## src/rtl/multicycle_controller_if.sv

```systemverilog
`default_nettype none
// ---------------------------------------------------------------------------
// multicycle_controller_if: decode inputs and control outputs of the multicycle controller. Rev 1.0
// ---------------------------------------------------------------------------
interface multicycle_controller_if;
  logic [6:0] op;
  logic [2:0] funct3;
  logic       funct7b5;
  logic       zero;
  logic       pc_write;
  logic       adr_src;
  logic       mem_write;
  logic       ir_write;
  logic       reg_write;
  logic [1:0] result_src;
  logic [1:0] alu_src_a;
  logic [1:0] alu_src_b;
  logic [2:0] alu_control;
  logic [2:0] imm_src;
  logic       illegal;

  // Datapath side: supplies instruction fields and the zero flag.
  modport master (
    output op, funct3, funct7b5, zero,
    input  pc_write, adr_src, mem_write, ir_write, reg_write,
    input  result_src, alu_src_a, alu_src_b, alu_control, imm_src, illegal
  );

  modport slave (
    input  op, funct3, funct7b5, zero,
    output pc_write, adr_src, mem_write, ir_write, reg_write,
    output result_src, alu_src_a, alu_src_b, alu_control, imm_src, illegal
  );
endinterface
`default_nettype wire

```

## src/rtl/multicycle_controller.sv

```systemverilog
`default_nettype none
// ---------------------------------------------------------------------------
// multicycle_controller: Moore control FSM for a multicycle RV32I subset; ILLEGAL_TRAP_EN adds a TRAP state. Rev 1.0
// ---------------------------------------------------------------------------
module multicycle_controller (
  input  logic                    clk,
  input  logic                    rst_n,
  multicycle_controller_if.slave  bus
);

  typedef enum logic [3:0] {
    S_FETCH    = 4'd0,
    S_DECODE   = 4'd1,
    S_MEMADR   = 4'd2,
    S_MEMREAD  = 4'd3,
    S_MEMWB    = 4'd4,
    S_MEMWRITE = 4'd5,
    S_EXECR    = 4'd6,
    S_EXECI    = 4'd7,
    S_ALUWB    = 4'd8,
    S_BEQ      = 4'd9,
    S_JAL      = 4'd10,
`ifdef ILLEGAL_TRAP_EN
    S_LUI      = 4'd11,
    S_TRAP     = 4'd12
`else
    S_LUI      = 4'd11
`endif
  } state_t;

  localparam logic [6:0] c_op_load  = 7'b0000011;
  localparam logic [6:0] c_op_store = 7'b0100011;
  localparam logic [6:0] c_op_rtype = 7'b0110011;
  localparam logic [6:0] c_op_itype = 7'b0010011;
  localparam logic [6:0] c_op_beq   = 7'b1100011;
  localparam logic [6:0] c_op_jal   = 7'b1101111;
  localparam logic [6:0] c_op_lui   = 7'b0110111;

  state_t state_q;
  state_t state_d;

  always_comb begin
    state_d = state_q;
    case (state_q)
      S_FETCH:  state_d = S_DECODE;
      S_DECODE: begin
        case (bus.op)
          c_op_load, c_op_store: state_d = S_MEMADR;
          c_op_rtype:            state_d = S_EXECR;
          c_op_itype:            state_d = S_EXECI;
          c_op_beq:              state_d = S_BEQ;
          c_op_jal:              state_d = S_JAL;
          c_op_lui:              state_d = S_LUI;
`ifdef ILLEGAL_TRAP_EN
          default:               state_d = S_TRAP;
`else
          default:               state_d = S_FETCH;
`endif
        endcase
      end
      S_MEMADR:   state_d = bus.op[5] ? S_MEMWRITE : S_MEMREAD;
      S_MEMREAD:  state_d = S_MEMWB;
      S_MEMWB:    state_d = S_FETCH;
      S_MEMWRITE: state_d = S_FETCH;
      S_EXECR:    state_d = S_ALUWB;
      S_EXECI:    state_d = S_ALUWB;
      S_ALUWB:    state_d = S_FETCH;
      S_BEQ:      state_d = S_FETCH;
      S_JAL:      state_d = S_ALUWB;
      S_LUI:      state_d = S_ALUWB;
`ifdef ILLEGAL_TRAP_EN
      S_TRAP:     state_d = S_TRAP;
`endif
      default:    state_d = S_FETCH;
    endcase
  end

  always_ff @(posedge clk or negedge rst_n) begin
    if (!rst_n) begin
      state_q <= S_FETCH;
    end else begin
      state_q <= state_d;
    end
  end

  logic [2:0] alu_dec;
  always_comb begin
    alu_dec = 3'b000;
    case (bus.funct3)
      3'b000:  alu_dec = (bus.op[5] & bus.funct7b5) ? 3'b001 : 3'b000;
      3'b010:  alu_dec = 3'b101;
      3'b110:  alu_dec = 3'b011;
      3'b111:  alu_dec = 3'b010;
      default: alu_dec = 3'b000;
    endcase
  end

  always_comb begin
    case (bus.op)
      c_op_store: bus.imm_src = 3'b001;
      c_op_beq:   bus.imm_src = 3'b010;
      c_op_lui:   bus.imm_src = 3'b011;
      c_op_jal:   bus.imm_src = 3'b100;
      default:    bus.imm_src = 3'b000;
    endcase
  end

  logic pc_update;
  logic branch_taken;
  logic mem_write_s;
  logic ir_write_s;
  logic reg_write_s;
  logic illegal_s;

  always_comb begin
    pc_update       = 1'b0;
    branch_taken    = 1'b0;
    mem_write_s     = 1'b0;
    ir_write_s      = 1'b0;
    reg_write_s     = 1'b0;
    illegal_s       = 1'b0;
    bus.adr_src     = 1'b0;
    bus.result_src  = 2'b00;
    bus.alu_src_a   = 2'b00;
    bus.alu_src_b   = 2'b00;
    bus.alu_control = 3'b000;
    case (state_q)
      S_FETCH: begin
        ir_write_s     = 1'b1;
        bus.alu_src_b  = 2'b10;
        bus.result_src = 2'b10;
        pc_update      = 1'b1;
      end
      S_DECODE: begin
        bus.alu_src_a = 2'b01;
        bus.alu_src_b = 2'b01;
      end
      S_MEMADR: begin
        bus.alu_src_a = 2'b10;
        bus.alu_src_b = 2'b01;
      end
      S_MEMREAD: bus.adr_src = 1'b1;
      S_MEMWB: begin
        bus.result_src = 2'b01;
        reg_write_s    = 1'b1;
      end
      S_MEMWRITE: begin
        bus.adr_src = 1'b1;
        mem_write_s = 1'b1;
      end
      S_EXECR: begin
        bus.alu_src_a   = 2'b10;
        bus.alu_control = alu_dec;
      end
      S_EXECI: begin
        bus.alu_src_a   = 2'b10;
        bus.alu_src_b   = 2'b01;
        bus.alu_control = alu_dec;
      end
      S_ALUWB: reg_write_s = 1'b1;
      S_BEQ: begin
        bus.alu_src_a   = 2'b10;
        bus.alu_control = 3'b001;
        branch_taken    = bus.zero & (bus.funct3 == 3'b000);
      end
      S_JAL: begin
        bus.alu_src_a = 2'b01;
        bus.alu_src_b = 2'b10;
        pc_update     = 1'b1;
      end
      S_LUI: begin
        bus.alu_src_a = 2'b11;
        bus.alu_src_b = 2'b01;
      end
`ifdef ILLEGAL_TRAP_EN
      S_TRAP: illegal_s = 1'b1;
`endif
      default: ;
    endcase
  end

  // Strobes are masked by rst_n so they drop the instant reset asserts.
  assign bus.pc_write  = rst_n & (pc_update | branch_taken);
  assign bus.mem_write = rst_n & mem_write_s;
  assign bus.ir_write  = rst_n & ir_write_s;
  assign bus.reg_write = rst_n & reg_write_s;
  assign bus.illegal   = rst_n & illegal_s;

endmodule
`default_nettype wire

```

## src/flat_wrapper.sv

```systemverilog
// flat-port wrapper written by rule: the top's interface ports become plain ports
module multicycle_controller_flat 
  (clk, rst_n, bus_op, bus_funct3, bus_funct7b5, bus_zero, bus_pc_write, bus_adr_src, bus_mem_write, bus_ir_write, bus_reg_write, bus_result_src, bus_alu_src_a, bus_alu_src_b, bus_alu_control, bus_imm_src, bus_illegal);
  multicycle_controller_if bus_i ();
  input  logic clk;
  input  logic rst_n;
  input wire logic [$bits(bus_i.op)-1:0] bus_op;
  input wire logic [$bits(bus_i.funct3)-1:0] bus_funct3;
  input wire logic [$bits(bus_i.funct7b5)-1:0] bus_funct7b5;
  input wire logic [$bits(bus_i.zero)-1:0] bus_zero;
  output wire logic [$bits(bus_i.pc_write)-1:0] bus_pc_write;
  output wire logic [$bits(bus_i.adr_src)-1:0] bus_adr_src;
  output wire logic [$bits(bus_i.mem_write)-1:0] bus_mem_write;
  output wire logic [$bits(bus_i.ir_write)-1:0] bus_ir_write;
  output wire logic [$bits(bus_i.reg_write)-1:0] bus_reg_write;
  output wire logic [$bits(bus_i.result_src)-1:0] bus_result_src;
  output wire logic [$bits(bus_i.alu_src_a)-1:0] bus_alu_src_a;
  output wire logic [$bits(bus_i.alu_src_b)-1:0] bus_alu_src_b;
  output wire logic [$bits(bus_i.alu_control)-1:0] bus_alu_control;
  output wire logic [$bits(bus_i.imm_src)-1:0] bus_imm_src;
  output wire logic [$bits(bus_i.illegal)-1:0] bus_illegal;
  assign bus_i.op = bus_op;
  assign bus_i.funct3 = bus_funct3;
  assign bus_i.funct7b5 = bus_funct7b5;
  assign bus_i.zero = bus_zero;
  assign bus_pc_write = bus_i.pc_write;
  assign bus_adr_src = bus_i.adr_src;
  assign bus_mem_write = bus_i.mem_write;
  assign bus_ir_write = bus_i.ir_write;
  assign bus_reg_write = bus_i.reg_write;
  assign bus_result_src = bus_i.result_src;
  assign bus_alu_src_a = bus_i.alu_src_a;
  assign bus_alu_src_b = bus_i.alu_src_b;
  assign bus_alu_control = bus_i.alu_control;
  assign bus_imm_src = bus_i.imm_src;
  assign bus_illegal = bus_i.illegal;
  multicycle_controller u_core (.clk(clk), .rst_n(rst_n), .bus(bus_i));
endmodule
```

## config.mk

```make
export PLATFORM = sky130hd
export DESIGN_NAME = multicycle_controller_flat
export DESIGN_NICKNAME = d
export VERILOG_FILES = /design/src/rtl/multicycle_controller_if.sv /design/src/rtl/multicycle_controller.sv /design/src/flat_wrapper.sv
export SDC_FILE = /design/constraint.sdc
export NUM_CORES = 1
export LEC_CHECK = 0
export BUFFER_PORTS_ARGS = -buffer_cell sky130_fd_sc_hd__buf_2
export CORE_AREA = 4 4 41 43
export CTS_CLUSTER_DIAMETER = 40
export DETAILED_ROUTE_END_ITERATION = 8
export DIE_AREA = 0 0 45 47
export PLACE_DENSITY = 0.8
export SYNTH_ARGS = -nofsm -noshare
export SYNTH_HDL_FRONTEND = slang
export SYNTH_SLANG_ARGS = --single-unit
```

## constraint.sdc

```tcl
create_clock -name clk -period 4.1 [get_ports clk]
set_input_delay 0.41 -clock clk [delete_from_list [all_inputs] [get_ports clk]]
set_output_delay 0.41 -clock clk [all_outputs]
set_load 0.02 [all_outputs]
```

==> impl_results.md <==
* Row Count at 13
* Die Ht at 47 um
* Final hold violation count at 0
* Synth Flop Type: dfrtp_1
* Post-CTS Repair Setup Buffers at 0
* Via count at 668
* Skew final at ~3.6 ps
* Total Routing Usage GR at 15.2%
* Seq/Total Area, Yosys at 17.8%
* CP arrival at roughly 1800 ps
* Commonest non-fill, non-tap cell in the layout: buf_2
* Top post-synthesis cells by area: dfrtp_1 18%, nor4_1 5.6%, nor3_1 4.4%
* Area added between synthesis and finish at 28.2%
* Max Slew Vio Count at 0
* Worst-Margin Slew at 566 ps
* Synthesis warning total at 0
* Post-route ant nets at 0
* Synth unique cells at 41
* Clk pin slew, worst setup/hold paths at 40 ps
* Clk Tree Root Cell: clkbuf_4
* Layout cells sized above 1 at 35.9%
* CTS tree: built
* Cts bufs inserted at 3
* Cell count after synthesis at 76
* Finish-stage setup viols at 0
* Worst-path maximum fanout at 17
* Detailed placement HPWL at 1180 um
* Largest regs: u_core.state_q: 4 flops
* Pre-antenna DRT Iters at 4
* Max reg flops at 4
* Final Wtd Congestion at 0.830
* Req. time, crit path at 3690 ps
* Slew HR at 62.2%
* Post-Place Cell Area at between 600 and 700 um^2
* Tcrit/Tclk final at 53.1%
* DRC at 0
* Max Fclk at 459 MHz
* Outcome: completed
* Die X at 45 um
* Core ar. at 1300 um^2
* IO Count at 32
* Worst setup SP type: register
* Max VDD drop at between 0.1 and 0.15 mV
* Initial Utilization at 43.3%
* Async SR Flop Fraction at 100%
* RSZ-0062 raised after global routing: false
* Cts repair resizes at 0
* Initial drt markers at 14
* Max Cap Violations at 0
* WL/cell at 13.0 um
* Reg with most FFs: u_core.state_q
* Die Area at 2120 um^2
* I/O Buffers at 30
* Number of global-route vias before repair at 622
* CTS max path bufs at 2
* Post-Syn Area at between 500 and 600 um^2
* Setup crit end kind: primary output
* PD cells at 395 nW/um^2
* Post-route cell area at 722 um^2
* #FFs+latches synth at 4
* Fin Setup TNS at 0 ps
* Fin crit period at 2180 ps
* Initial antenna violation count at 0
* Via/cell ratio at 5.66
* Clock Sinks at 4
* Nets at 119
* Most frequent cells in the layout: 30 x buf_2, 5 x nor4_1, 5 x nor3_1, 5 x inv_1
* Post-synth top area cell: dfrtp_1
* Final wirelength at 1530 um
* Grt ovf at 0
* Largest net degree at the start of global routing at 18
* CP Class: reg -> out
* First-pass GRT wire length at 2400 um
* Fill count at 140
* Worst Hold Class: in -> async
* Yosys top cell area share at 17.8%
* Syn_nets at 90
* Syn avg cell area at 7.41 um^2
* Post-synth EDFFs at 0
* Clk_lat worst skew at 230 ps
* Leakage at 0.373 nW
* Htree depth at 1
* Ant. Diodes at 0
==> report_power, final <==
part           total [W]  internal, W  switching, W
combinational   0.000165    0.0000677     0.0000976
clock          0.0000483    0.0000327     0.0000156
sequential     0.0000719    0.0000459     0.0000261
total           0.000286     0.000146      0.000139
==> metrics by stage <==
step | worst slack [ps] | hold slack [ps] | power [W] | instances | util [%]
after detailed placement | 2190 | 228 | 0.000238 | 114 | 53.0
after global routing | 1840 | 523 | 0.000311 | 118 | 55.5
after floorplan | 1780 | 114 | 0.000188 | 76 | -
after CTS | 1930 | 516 | 0.000288 | 118 | 55.5
after global placement | 2190 | 226 | 0.000234 | 114 | 53.0
final | 1920 | 517 | 0.000286 | 118 | 55.5
==> Yosys cell counts, types with 2 or more instances <==
cell      instances
buf_2             4
and4_1            2
nor2b_1           2
nor3b_1           3
a31oi_1           3
xnor2_1           2
nor2_1            3
nand2_1           4
and3b_1           2
inv_1             5
a21oi_1           3
dfrtp_1           4
nand3_1           2
nor4_1            5
o21bai_1          2
nor3_1            5
==> final cells by class <==
| class | count | area (um^2) | share of cell area, % |
|---|---|---|---|
| clock buffer | 3 | 22.5 | 3.12 |
| multi-input combinational | 59 | 398 | 55.1 |
| inverter | 6 | 22.5 | 3.12 |
| sequential | 4 | 100 | 13.9 |
| timing repair buffer | 31 | 160 | 22.2 |
| tap | 15 | 18.8 | 2.60 |
==> critical path, stage by stage (launching register included) <==
cell	delay, ps
dfrtp_1	690
o21bai_1	200
a31oi_1	50
a2111oi_0	360
buf_2	230
==> path summary, 6_finish.rpt <==
kind	start	to	slack [ps]	depth (start not counted)
max	u_core.state_q[1]	bus_pc_write	1920	4
min	rst_n	u_core.state_q[1]	520	2
max reg2reg	u_core.state_q[1]	u_core.state_q[1]	2570	3
min reg2reg	u_core.state_q[0]	u_core.state_q[2]	780	2
max in group asynchronous	rst_n	u_core.state_q[2]	3450	2
min in group clk	bus_op[6]	u_core.state_q[1]	540	3
==> cells by family after synthesis <==
group,Yosys count,synth area share (%)
mux,1,2.00
buf+inv,13,11.6
simple gates,39,45.3
other cells,1,0.666
flops,4,17.8
xor+xnor,3,4.67
compound gates,15,18.0
==> per-layer routing <==
metal / part of all wire, % / track usage, % / routed length, um
met1: 40 / 17.7 / 613
met2: 52 / 27.1 / 801
met3: 6.2 / 0.383 / 95
met4: 1.2 / 10.5 / 18
met5: 0 / 0 / 0
==> timing repair <==
| item | CTS | global route |
|---|---|---|
| setup endpoints to repair | 0 | 0 |
| endpoints found under the hold margin | 4 | 0 |
| hold buffers | 1 | 0 |
Power figures use the tool's default switching activity.
